==> src/rtl/alu_cmd_sequencer.sv <==
// Initiator for the combinational ALU en/a/b/sel/ack port: screens commands,
// drives the ALU through settle and ack wait, and returns result plus status.
module alu_cmd_sequencer #(
  parameter int SETTLE_CYCLES  = 2,
  parameter int TIMEOUT_CYCLES = 15,
  parameter int CNT_W          = 16
) (
  input  logic             clk,
  input  logic             rst_n,
  input  logic             cmd_valid,
  output logic             cmd_ready,
  input  logic [31:0]      cmd_a,
  input  logic [31:0]      cmd_b,
  input  logic [3:0]       cmd_sel,
  output logic             rsp_valid,
  input  logic             rsp_ready,
  output logic [63:0]      rsp_data,
  output logic [1:0]       rsp_err,
  output logic             alu_en,
  output logic [31:0]      alu_a,
  output logic [31:0]      alu_b,
  output logic [3:0]       alu_sel,
  input  logic [63:0]      alu_out,
  input  logic             alu_ack,
  output logic [CNT_W-1:0] op_count
);

  typedef enum logic [2:0] {IDLE, ISSUE, SETTLE, WAIT_ACK, RESP} state_e;

  localparam logic [1:0] ERR_OK      = 2'b00;
  localparam logic [1:0] ERR_DIV0    = 2'b01;
  localparam logic [1:0] ERR_ILLEGAL = 2'b10;
  localparam logic [1:0] ERR_TIMEOUT = 2'b11;

  localparam logic [3:0] SEL_MAX = 4'b1100;
  localparam logic [3:0] SEL_DIV = 4'b0011;
  localparam logic [3:0] SEL_MOD = 4'b0100;

  localparam int SW = $clog2(SETTLE_CYCLES + 1);
  localparam int TW = $clog2(TIMEOUT_CYCLES + 1);
  localparam logic [SW-1:0] SETTLE_LOAD  = SW'(SETTLE_CYCLES - 1);
  // Loading the full count gives TIMEOUT_CYCLES+1 ack samples, the last at zero.
  localparam logic [TW-1:0] TIMEOUT_LOAD = TW'(TIMEOUT_CYCLES);

  state_e           state_q, state_d;
  logic             cmd_ready_q, cmd_ready_d;
  logic             rsp_valid_q, rsp_valid_d;
  logic [63:0]      rsp_data_q, rsp_data_d;
  logic [1:0]       rsp_err_q, rsp_err_d;
  logic             alu_en_q, alu_en_d;
  logic [31:0]      alu_a_q, alu_a_d;
  logic [31:0]      alu_b_q, alu_b_d;
  logic [3:0]       alu_sel_q, alu_sel_d;
  logic [CNT_W-1:0] op_count_q, op_count_d;
  logic [SW-1:0]    settle_cnt_q, settle_cnt_d;
  logic [TW-1:0]    tmo_cnt_q, tmo_cnt_d;

  always_comb begin
    // NOTE: every signal gets a default before the case so no path leaves one unassigned (no latches).
    state_d      = state_q;
    rsp_valid_d  = rsp_valid_q;
    rsp_data_d   = rsp_data_q;
    rsp_err_d    = rsp_err_q;
    alu_en_d     = alu_en_q;
    alu_a_d      = alu_a_q;
    alu_b_d      = alu_b_q;
    alu_sel_d    = alu_sel_q;
    op_count_d   = op_count_q;
    settle_cnt_d = settle_cnt_q;
    tmo_cnt_d    = tmo_cnt_q;

    case (state_q)
      IDLE: begin
        if (cmd_valid && cmd_ready_q) begin
          alu_a_d   = cmd_a;
          alu_b_d   = cmd_b;
          alu_sel_d = cmd_sel;
          if (cmd_sel > SEL_MAX) begin
            state_d     = RESP;
            rsp_valid_d = 1'b1;
            rsp_data_d  = 64'd0;
            rsp_err_d   = ERR_ILLEGAL;
          end else if ((cmd_sel == SEL_DIV || cmd_sel == SEL_MOD) && cmd_b == 32'd0) begin
            state_d     = RESP;
            rsp_valid_d = 1'b1;
            rsp_data_d  = 64'd0;
            rsp_err_d   = ERR_DIV0;
          end else begin
            state_d = ISSUE;
          end
        end
      end
      ISSUE: begin
        alu_en_d     = 1'b1;
        settle_cnt_d = SETTLE_LOAD;
        state_d      = SETTLE;
      end
      SETTLE: begin
        if (settle_cnt_q == '0) begin
          tmo_cnt_d = TIMEOUT_LOAD;
          state_d   = WAIT_ACK;
        end else begin
          settle_cnt_d = settle_cnt_q - SW'(1);
        end
      end
      WAIT_ACK: begin
        if (alu_ack) begin
          rsp_data_d  = alu_out;
          rsp_err_d   = ERR_OK;
          rsp_valid_d = 1'b1;
          alu_en_d    = 1'b0;
          state_d     = RESP;
        end else if (tmo_cnt_q == '0) begin
          rsp_data_d  = 64'd0;
          rsp_err_d   = ERR_TIMEOUT;
          rsp_valid_d = 1'b1;
          alu_en_d    = 1'b0;
          state_d     = RESP;
        end else begin
          tmo_cnt_d = tmo_cnt_q - TW'(1);
        end
      end
      RESP: begin
        if (rsp_ready) begin
          rsp_valid_d = 1'b0;
          state_d     = IDLE;
          if (rsp_err_q == ERR_OK) op_count_d = op_count_q + CNT_W'(1);
        end
      end
      default: state_d = IDLE;
    endcase

    // Registered ready: high exactly while the next state is IDLE.
    cmd_ready_d = (state_d == IDLE);
  end

  always_ff @(posedge clk or negedge rst_n) begin
    if (!rst_n) begin
      state_q      <= IDLE;
      cmd_ready_q  <= 1'b0;
      rsp_valid_q  <= 1'b0;
      rsp_data_q   <= 64'd0;
      rsp_err_q    <= ERR_OK;
      alu_en_q     <= 1'b0;
      alu_a_q      <= 32'd0;
      alu_b_q      <= 32'd0;
      alu_sel_q    <= 4'd0;
      op_count_q   <= '0;
      settle_cnt_q <= '0;
      tmo_cnt_q    <= '0;
    end else begin
      // NOTE: non-blocking assignments so every flop samples pre-edge values.
      state_q      <= state_d;
      cmd_ready_q  <= cmd_ready_d;
      rsp_valid_q  <= rsp_valid_d;
      rsp_data_q   <= rsp_data_d;
      rsp_err_q    <= rsp_err_d;
      alu_en_q     <= alu_en_d;
      alu_a_q      <= alu_a_d;
      alu_b_q      <= alu_b_d;
      alu_sel_q    <= alu_sel_d;
      op_count_q   <= op_count_d;
      settle_cnt_q <= settle_cnt_d;
      tmo_cnt_q    <= tmo_cnt_d;
    end
  end

  assign cmd_ready = cmd_ready_q;
  assign rsp_valid = rsp_valid_q;
  assign rsp_data  = rsp_data_q;
  assign rsp_err   = rsp_err_q;
  assign alu_en    = alu_en_q;
  assign alu_a     = alu_a_q;
  assign alu_b     = alu_b_q;
  assign alu_sel   = alu_sel_q;
  assign op_count  = op_count_q;

endmodule

==> config.mk <==
export PLATFORM = sky130hd
export DESIGN_NAME = alu_cmd_sequencer
export DESIGN_NICKNAME = d
export VERILOG_FILES = /design/src/rtl/alu_cmd_sequencer.sv
export SDC_FILE = /design/constraint.sdc
export NUM_CORES = 1
export LEC_CHECK = 0
export ABC_AREA = 1
export CAP_MARGIN = 5
export CELL_PAD_IN_SITES_DETAIL_PLACEMENT = 2
export CELL_PAD_IN_SITES_GLOBAL_PLACEMENT = 2
export CORE_MARGIN = 5
export CORE_UTILIZATION = 23
export CTS_CLUSTER_SIZE = 14
export DETAILED_ROUTE_END_ITERATION = 16
export PLACE_DENSITY = 0.81
export SLEW_MARGIN = 0
export SYNTH_ARGS = -nofsm -noshare
export SYNTH_HDL_FRONTEND = slang
export SYNTH_SLANG_ARGS = --single-unit
==> constraint.sdc <==
create_clock -name clk -period 2.02 [get_ports clk]
set_input_delay 0.404 -clock clk [delete_from_list [all_inputs] [get_ports clk]]
set_output_delay 0.404 -clock clk [all_outputs]
set_load 0.01 [all_outputs]
======== Word level (Yosys, flattened, before mapping) ========
Index checks and enable logic that the tools add are counted.
storage, ports and cells
  logic and storage cells ................. 87
  register bits ........................... 162
operators by class
  equality and inequality tests ........... 14
  magnitude comparators ................... 1
  reductions and logical operators ........ 21
  $add $sub $neg .......................... 3
  mux-type cells .......................... 36
operators with widths
  kind                                                                   number
  64-bit 2-to-1 mux                                                      5
  64-bit one-hot mux with 2 select lines                                 1
  32-bit logical NOT                                                     1
  3-bit 2-to-1 mux                                                       7
  16-bit by 1-bit adder with 16-bit output, second input constant        1
  3-bit one-hot mux with 5 select lines                                  1
  2-bit 2-to-1 mux                                                       6
  4-bit 2-to-1 mux                                                       3
  2-bit inequality test, second input constant                           6
  1-bit 2-to-1 mux                                                       8
  2-bit one-hot mux with 2 select lines                                  2
  4-bit one-hot mux with 2 select lines                                  1
  4-bit AND reduction                                                    2
  2-bit nonzero test                                                     4
  3-bit by 2-bit equality test with 1-bit output, second input constant  2
  3-bit logical NOT                                                      2
  3-bit inequality test, second input constant                           2
  2-bit AND reduction                                                    3
  5-bit AND reduction                                                    1
  4-bit by 2-bit equality test with 1-bit output, second input constant  1
  4-bit by 3-bit equality test with 1-bit output, second input constant  1
  4-bit > comparator, second input constant                              1
  2-bit logical NOT                                                      2
  4-bit logical NOT                                                      1
  other kinds (10)                                                       11

======== Logic depth before layout (Yosys ltp) ========
  depth after elaboration ................. 8
  mapped depth ............................ 13
  depth with buffers taken out ............ 11

======== Worst setup path before layout ========
Ideal clock, no wire load.
  path type ............................... register -> register
  start ................................... register tmo_cnt_q[0]
  end ..................................... register rsp_data_q[15], in the netlist rsp_data[15]
  path slack .............................. 0.333 ns
  arrival ................................. 1.570 ns
  buffers on the path ..................... 2
  stages on the path, launching flop included .. 14
  setup time .............................. 0.117 ns
  path through ............................ dfrtp_1 -> inv_1 -> ha_1 -> inv_1 -> nor2_1 -> nand2_1 -> nand3_1 -> nand2_1 -> nor2_4 -> nand3_2 -> buf_6 -> buf_6 -> nand2_1 -> nand2_1
on the way
  word-level cells in the longest chain between the ends .. 3
ends and longest elaborated chain
  element                          RTL line  text
  start: declaration               56        logic [TW-1:0] tmo_cnt_q, tmo_cnt_d;
  start signal: assignment         164       tmo_cnt_q <= tmo_cnt_d;
  4-bit logical NOT                113       end else if (tmo_cnt_q == '0) begin
  3-bit inequality test (no line)  --
  4-bit AND reduction (no line)    --
  end signal: assignment           156       rsp_data_q <= rsp_data_d;
  end: declaration                 48        logic [63:0] rsp_data_q, rsp_data_d;
No other way between the ends.
A chain may end at the register's enable or synchronous reset.

======== Worst setup path after layout ========
  start ................................... register op_count_q[13], in the netlist op_count[13]
  end ..................................... output port op_count[13]
RTL lines
  element                   RTL line  text
  start: declaration        54        logic [CNT_W-1:0] op_count_q, op_count_d;
  start signal: assignment  162       op_count_q <= op_count_d;
  end: declaration          25        output logic [CNT_W-1:0] op_count
No word-level cell between the ends.

==> flow_summary_export.csv <==
group,metric,value,unit
synthesis,synth-adder-area-share,0.563,%
min_path,kind_of_path_behind_the_tightest_hold_check,"flip-flop to flip-flop",
global_route,grt_overflow,0,
setup_path,critical_path.startpoint_type,"flip-flop",
die,fp.dieH,180,um
synthesis,synth_mux_area_share,0,%
cts,cts_max_path_buffers,2,
sta,final.setup.tns,0,ns
cts,clock_insertion_delay_at_the_later_pin_of_the_skew_report,0.44,ns
synthesis,synth.ff_latch_count,162,
synthesis,synth_top_family_by_area,"simple AND/OR/NAND/NOR gates",
die,core-area,0.0286,mm2
global_route,first_global_vias,7482,
synthesis,complex_gate_fraction_of_the_synthesized_area,3.25,%
setup_path,timing.critical_path.max_delay_family,"buffers and inverters",
routing,wl_per_cell,18.2,um
final_layout,fin_util,38.6,%
cts,htree_num_levels,4,
sta,setup_skew_after_layout,0.0149,ns
setup_path,rr_worst_depth,13,
cts,clk_pin_slew_worst_paths,0.07,ns
sta,max_slew.worst_pin.slew,0.534,ns
job,cap_viol_max_count,0,
min_path,min_to,"rsp_data[26]",
routing,drt-vias-per-instance,4.30,
pwr,power-per-cell-area,1350,mW/mm2
die,initial_utilization,23.3,%
cts,clkSinkCount,162,
synthesis,synth_simple_gate_area_share,28.5,%
synthesis,synthesis.nets,915,
setup_path,required,1.62,ns
die,io_pins,290,
synthesis,synthCells,775,
global_route,grt_start_max_net_pins,48,
pwr,vdd_drop_max,0.000488,V
cts,cts_root_buffer,"clkbuf_16",
pwr,p_leak,5.39,nW
setup_path,number_of_buffer_and_inverter_stages_on_the_critical_path,1,
routing,initialDrtViolationCount,193,
global_route,grt_pass1_wl,42200,um
routing,wl,27400,um
run_status,result_of_the_run,"complete, no violations",
place,total_half_perimeter_wirelength_after_legalization_and_detailed_placement,20300,um
synthesis,synth_xor_area_share,1.84,%
routing,drt_pre_antenna_iters,4,
sta,slew_headroom,64.4,%
die,die_x_extent,180,um
die,dieArea,0.0325,mm2
sta,setup_ws,0.133,ns
setup_path,critical_path.slowest_cell,"clkdlybuf4s50_1",
synthesis,post_synth.cell_area_avg,8.60,um2
sta,timing.final.crit_period,1.89,ns
setup_path,slowest_cell_delay_on_critical_path,0.60,ns
place,number_of_i_o_port_buffers,289,
setup_path,cp_num_cells,1,
synthesis,post_synth_num_cell_types,28,
cts,cts_tree,"built",
setup_path,worstSetupEndpointType,"primary output",
setup_path,timing.reg2reg.setup_slack,0.14,ns
sta,post-route-period-util,93.4,%
min_path,hp-start,"rsp_data[26]",
sta,timing.final.hold_violations,0,
setup_path,worstPathMaxFanout,5,
routing,detail-route-antenna-nets,0,
sta,slew_viol_final,0,
final_layout,most-common-layout-cells,"nand2_1 (410), clkdlybuf4s50_1 (288), dfrtp_1 (162), inv_1 (47)",
min_path,min_delay_path_depth,2,
synthesis,syn-cell-area,0.00667,mm2
cts,cts-buffers-inserted,17,
sta,fmaxAchievable,0.530,GHz
place,dpl_worst_slack,-0.251,ns
final_layout,post_route_cells_drive_above_1_share,8.67,%
routing,vias,6466,
setup_path,worst_r2r_endpoint,"rsp_data[23]",
sta,final-setup-viol-count,0,
global_route,grt_usage,16.4,%
final_layout,syn_to_final_growth,66.0,%
setup_path,worstSetupPathType,"flip-flop to primary output",
synthesis,ys.warnings.count,0,
synthesis,synth_sequential_area_ratio,60.8,%
final_layout,layout.cells.most_common,"nand2_1",
place,finalWeightedCongestion,0.760,
setup_path,r2r-start,"tmo_cnt_q[0]",
setup_path,timing.critical_path.cells,"clkdlybuf4s50_1",
final_layout,finish.net_count,1246,
routing,drc,0,
die,core.rowCount,62,
setup_path,cp_data_arrival_time,1.48,ns
global_route,antenna_found_initial,1,
-- cell families after synthesis --
group | after synthesis
DFF | 162
and+or+nand+nor | 476
buffers and inverters | 78
AOI/OAI and AO/OA | 42
adders and majority gates | 3
xor gates and xnor gates | 14
-- layer usage --
layer | vias up | global-route usage [%] | wire (um)
met4 | 0 | 7.02 | 1030
li1 | 3025 | - | -
met3 | 42 | 4.46 | 1150
met5 | - | 0 | 0
met2 | 162 | 30.4 | 14700
met1 | 3237 | 17.5 | 10500
-- final cells by class --
cell class	instances	area, um2
Antenna cell	1	2.50
Inverter	50	188
Timing Repair Buffer	340	3490
Fill cell	3142	17600
Multi-Input combinational cell	535	2300
Clock buffer	19	453
Sequential cell	162	4050
Clock inverter	13	103
Tap cell	384	480
-- state kept, by name, summed over array words and instances (netlist names) --
| register | cells |
|---|---|
| rsp_data | 64 |
| alu_a | 32 |
| alu_b | 32 |
| op_count | 16 |
| alu_sel | 4 |
| tmo_cnt_q | 4 |
| state_q | 3 |
| rsp_err | 2 |
| settle_cnt_q | 2 |
| alu_en | 1 |
| cmd_ready | 1 |
| rsp_valid | 1 |
-- repair_timing --
| action | 4_1_cts | 5_1_grt |
|---|---|---|
| endpoints found under the setup margin | 0 | 1 |
| buffers inserted | 0 | 1 |
| gates resized for setup | 0 | 2 |
| hold endpoints to repair | 40 | 0 |
| hold buffers | 1 | 0 |
-- where the power goes --
part / leakage [nW] / internal, mW / switching [mW] / total (mW)
logic: 3.01 / 3.37 / 3.29 / 6.66
clock network: 0.272 / 1.66 / 1.46 / 3.12
registers: 2.10 / 4.43 / 0.694 / 5.12
-- metrics by stage --
step,instances,power [mW],cell area [um2],hold WS (ns)
after global routing,1504,15.9,11100,0.475
after CTS,1495,14.6,10900,0.477
after floorplan,775,7.58,6670,0.108
after detailed placement,1462,11.4,10300,0.406
final,1504,14.9,11100,0.473
after global placement,1462,11.0,10300,0.397
-- Yosys cell counts --
master	n	area, um2
nor2_1	32	120
xnor2_1	5	43.8
nand2_2	1	6.26
nor2_4	2	22.5
nor3_4	3	48.8
ha_1	3	37.5
xor2_1	9	78.8
a21boi_0	1	7.51
a31oi_1	1	6.26
nand4_1	4	25.0
inv_2	2	7.51
buf_6	4	45.0
nor2_2	1	6.26
o31ai_1	1	7.51
clkbuf_1	13	48.8
nand3_1	10	50.1
buf_1	1	3.75
buf_2	10	50.1
nand2_4	1	11.3
inv_1	48	180
nand3_2	1	10.0
nor3_1	9	45.0
nand2_1	410	1540
o21ai_1	1	5.00
nand3b_1	2	15.0
a21oi_1	5	25.0
o21ai_0	33	165
dfrtp_1	162	4050
-- worst max path at each step --
stage	startpoint	end	slack [ns]
floorplan	tmo_cnt_q[0]	rsp_data[15]	0.33
global placement	cmd_b[26]	rsp_data[34]	-0.20
detailed placement	cmd_b[14]	rsp_data[21]	-0.25
CTS	tmo_cnt_q[0]	rsp_data[57]	0.09
global route	state_q[1]	rsp_data[23]	-0.003
finish	op_count[13]	op_count[13]	0.13
Note: power is estimated with default switching activity, not from simulation.
==> RTL change 1: new RTL, same flow settings <==
The parameter `SETTLE_CYCLES` goes from 2 to 4.
--- a/src/rtl/alu_cmd_sequencer.sv
+++ b/src/rtl/alu_cmd_sequencer.sv
@@ -2,5 +2,5 @@
 // drives the ALU through settle and ack wait, and returns result plus status.
 module alu_cmd_sequencer #(
-  parameter int SETTLE_CYCLES  = 2,
+  parameter int SETTLE_CYCLES  = 4,
   parameter int TIMEOUT_CYCLES = 15,
   parameter int CNT_W          = 16
Function: changed (a bounded check fails within 10 cycles, from zero or initial values and one cycle with rst_n low).
==> RTL change 1 against the original RTL <==
  * Via count shrank 0.87%
  * Synthesized area grew 2.1%
  * Core utilization fell by 1.3 points
  * Routed wire length is 4.7% lower
  * Global-route usage decreased by 0.73 points
  * Setup slack improved by 0.0017 ns
  * Cell area decreased by 0.70%
  * Total power decreased by 0.17%
  * Synthesized cell count up 2.1%
  * Sequential power grew 2%
  * Sequential cell count rose by 1
  * Largest power group unchanged
  * Highest routed layer unchanged
==> RTL change 1: results (changes against the original RTL) <==
Antenna violations before repair: 0 (-1)
Via count: 6410 (-0.87%)
Met3 track demand over resource: 0.0343 (-0.0104)
Chip width: 182 um (+1.0%)
Fraction of layout cells with a size suffix above 1: 0.0657 (-0.0210)
# nets final: 1240 (-0.48%)
Clock buffer count: 23 (+4)
Antenna-violating nets left: 0 (unchanged)
Largest voltage drop on the vdd net: 0.788 mV (+62%)
Sinks on Clock Net: 163 (+0.62%)
Global Route met2 Usage: 0.288 (-0.0157)
Static power due to leakage: 5.29 nW (-1.8%)
Violation count after the first detailed-routing iteration: 241 (+25%)
Top cells by instance count after synthesis: sky130_fd_sc_hd__nand2_1 (407), sky130_fd_sc_hd__dfrtp_1 (163), sky130_fd_sc_hd__inv_1 (53)
Signal buffers: 319 (-6.2%)
DR WL met3: 955 um (-17%)
Number of global-route vias before repair: 7190 (-3.9%)
Xor and xnor fraction of the mapped netlist area: 0.0154 (-0.00296)
Dpl cells: 1467 (+0.34%)
Hold Worst Slack: 0.471 ns (-0.00234 ns)
FF-to-FF setup slack: 0.16 ns (+0.02 ns)
Share of the core filled with cells in the final layout: 0.374 (-0.0129)
Syn Nets: 932 (+1.9%)
Fraction of the yosys area taken by sequential cells: 0.599 (-0.00896)
Clk_skew: 0.0131 ns (-0.00176 ns)
Number of signal-net inverters in the final layout: 56 (+12%)
Endpoint of the worst hold-timing path: alu_b[30]
Multi-input gate area in the final layout: 0.00235 mm2 (+2.5%)
Met1 Wirelength: 10300 um (-1.9%)
Top metal layer carrying routed signals: met4
Detailed-route vias per instance: 4.27 (-0.67%)
Fraction of the mapped netlist area in compound gates: 0.0360 (+0.00355)
Library cells used by synthesis: 30 (+7.1%)
Largest net degree at the start of global routing: 68 (+42%)
Clock network contribution to total cell area: 0.0542 (+0.00400)
R2R cell count: 8 (-5)
Origin of the worst min-delay path: alu_b[30]
Seq/total area: 0.371 (+0.00487)
Average routed wire per standard cell: 17.4 um (-4.5%)
Main area contributors after synthesis: sky130_fd_sc_hd__dfrtp_1 (60%), sky130_fd_sc_hd__nand2_1 (22%), sky130_fd_sc_hd__inv_1 (2.9%)
Adder-cell share of the synthesized area: 0.00735 (+0.00172)
Diodes inserted: 0 (-1)
Met2 Wirelength: 14200 um (-3.9%)
Maximum fanout along the worst path: 6 (+1)
Multi-Input Combinational: 542 (+1.3%)
Met1 GRT Util: 0.179 (+0.00426)
Max incr delay on CP: 0.60 ns (about the same)
Clock network fraction of design power: 0.228 (+0.019)
Result of the run: finished clean
Slew HR: 0.656 (+0.0116)
Number of fill cells: 3245 (+3.3%)
Total placed instance area: 0.0104 mm2 (+0.33%)
Global-route wire length before repair: 40700 um (-3.6%)
R2R Path Start: state_q[2]
Relative area of non-clock buffer cells in the final design: 0.297 (-0.0184)
Clock transition at the registers of the reported paths: 0.06 ns
Clock distribution power: 0.00339 W (+8.7%)
Worst slack after detailed placement: -0.315 ns (-0.0640 ns)
Final HPWL from detailed placement: 19400 um (-4.1%)
[RTL change 1: cell types whose count changed after synthesis, sizes merged, moves of 2 or more]
cell and delta:
and3 +2, buf +7, clkbuf -5, inv +6, nand2 -3, nand3 +6, nand3b +3, nor2 -7
o21ai +5, xnor2 -2
[RTL change 1: timing repair]
item / CTS / global route
hold endpoints to repair: 43 / 0
buffers inserted: 0 / 2
setup endpoints to repair: 0 / 24
hold buffers: 1 / 0
resized for setup: 0 / 1
[RTL change 1: worst max-delay path by stage]
stage / startpoint / to / slack (ns) / cells past startpoint
after floorplan: state_q[2] / rsp_data[15] / 0.47 / 9
after global placement: cmd_b[19] / rsp_data[60] / -0.25 / 12
after detailed placement: cmd_b[14] / rsp_data[62] / -0.32 / 12
after CTS: state_q[2] / rsp_data[23] / 0.07 / 8
after global routing: cmd_b[14] / rsp_data[23] / 0.007 / 12
final: op_count[4] / op_count[4] / 0.13 / 1
==> RTL change 2: new RTL, same flow settings <==
Without the edit above. Re-encode `state_e` (5 states) as Gray code, 3 bits wide.
--- a/src/rtl/alu_cmd_sequencer.sv
+++ b/src/rtl/alu_cmd_sequencer.sv
@@ -26,5 +26,5 @@
 );
 
-  typedef enum logic [2:0] {IDLE, ISSUE, SETTLE, WAIT_ACK, RESP} state_e;
+  typedef enum logic [2:0] {IDLE = 3'b000, ISSUE = 3'b001, SETTLE = 3'b011, WAIT_ACK = 3'b010, RESP = 3'b110} state_e;
 
   localparam logic [1:0] ERR_OK      = 2'b00;
Check against the original RTL: same outputs for any inputs over 4 cycles, from zero or initial values and one cycle with rst_n low; so few cycles prove little.
==> RTL change 2 against the original RTL <==
  * Synthesized area up 0.15%
  * Total power increased by 4.1%
  * Register-to-register slack better by 0.08 ns
  * Clock power rose by 2%
  * Synthesized cell count increased by 0.77%
  * Cell area shrank 1.5%
  * Setup slack better by 0.0089 ns
  * Global-route usage fell by 1.1 points
  * Hold slack got worse by 0.017 ns
  * Sequential cell count is the same
  * Die area increased by 0.14%
  * Routed wire length decreased by 7.7%
  * Critical path depth unchanged
  * Count of clock-buffer cells in the layout did not move
  * Critical endpoint is now op_count[3]
  * Largest cell class unchanged
==> RTL change 2: results (changes against the original RTL) <==
Combinational fraction of design power: 0.449 (+0.002)
Sequential power: 0.00537 W (+4.9%)
Static power due to leakage: 5.27 nW (-2.1%)
Number of signal-net inverters in the final layout: 39 (-22%)
Multi-Input Combinational: 552 (+3.2%)
Met1 GRT Util: 0.180 (+0.00593)
Largest voltage drop on the vdd net: 0.576 mV (+18%)
Met2 Wirelength: 13400 um (-8.7%)
Maximum fanout along the worst path: 6 (+1)
Clock latency on the worst-skew pair: 0.42 ns (-0.02 ns)
Global-route wire length before repair: 39800 um (-5.7%)
Number of global-route vias before repair: 7029 (-6.1%)
Met1 Wirelength: 10300 um (-2.2%)
Global Route met2 Usage: 0.277 (-0.0274)
Fraction of the mapped netlist area in compound gates: 0.0247 (-0.00773)
Worst hold path class: in2async
Switching share of power: 0.378 (+0.0127)
Final HPWL from detailed placement: 19400 um (-4.4%)
Library cells used by synthesis: 29 (+3.6%)
Global routing usage summed across all routing layers: 0.153 (-0.0112)
R2R cell count: 10 (-3)
Met3 track demand over resource: 0.0396 (-0.00505)
Slew HR: 0.740 (+0.0956)
Result of the run: finished clean
Clock network contribution to total cell area: 0.0515 (+0.00133)
Violation count after the first detailed-routing iteration: 183 (-5.2%)
Relative area of non-clock buffer cells in the final design: 0.304 (-0.0113)
[RTL change 2: cell count changes in the layout (fill, tap and decap cells not counted), sizes merged, moves of 7 or more]
cell | before | now
nand2 | 412 | 437
inv | 55 | 47
buf | 47 | 38
o21ai | 34 | 22
nor3 | 12 | 5
nor2 | 35 | 43
[RTL change 2: metrics by stage]
step | total power, W | setup WS (ns) | hold WS, ns | setup TNS, ns | area [um2]
finish | 0.0155 | 0.142 | 0.456 | 0 | 10900
global route | 0.0167 | 0.0261 | 0.479 | 0 | 10900
CTS | 0.0157 | 0.0977 | 0.466 | 0 | 10900
detailed placement | 0.0124 | -0.326 | 0.348 | -20.79 | 10300
global placement | 0.0121 | -0.259 | 0.354 | -16.47 | 10300
floorplan | 0.00828 | 0.428 | 0.108 | 0 | 6680
[RTL change 2: timing repair]
action	CTS	global route
hold endpoints to repair	30	0
gates resized for setup	0	4
hold buffers	1	0
endpoints found under the setup margin	0	62
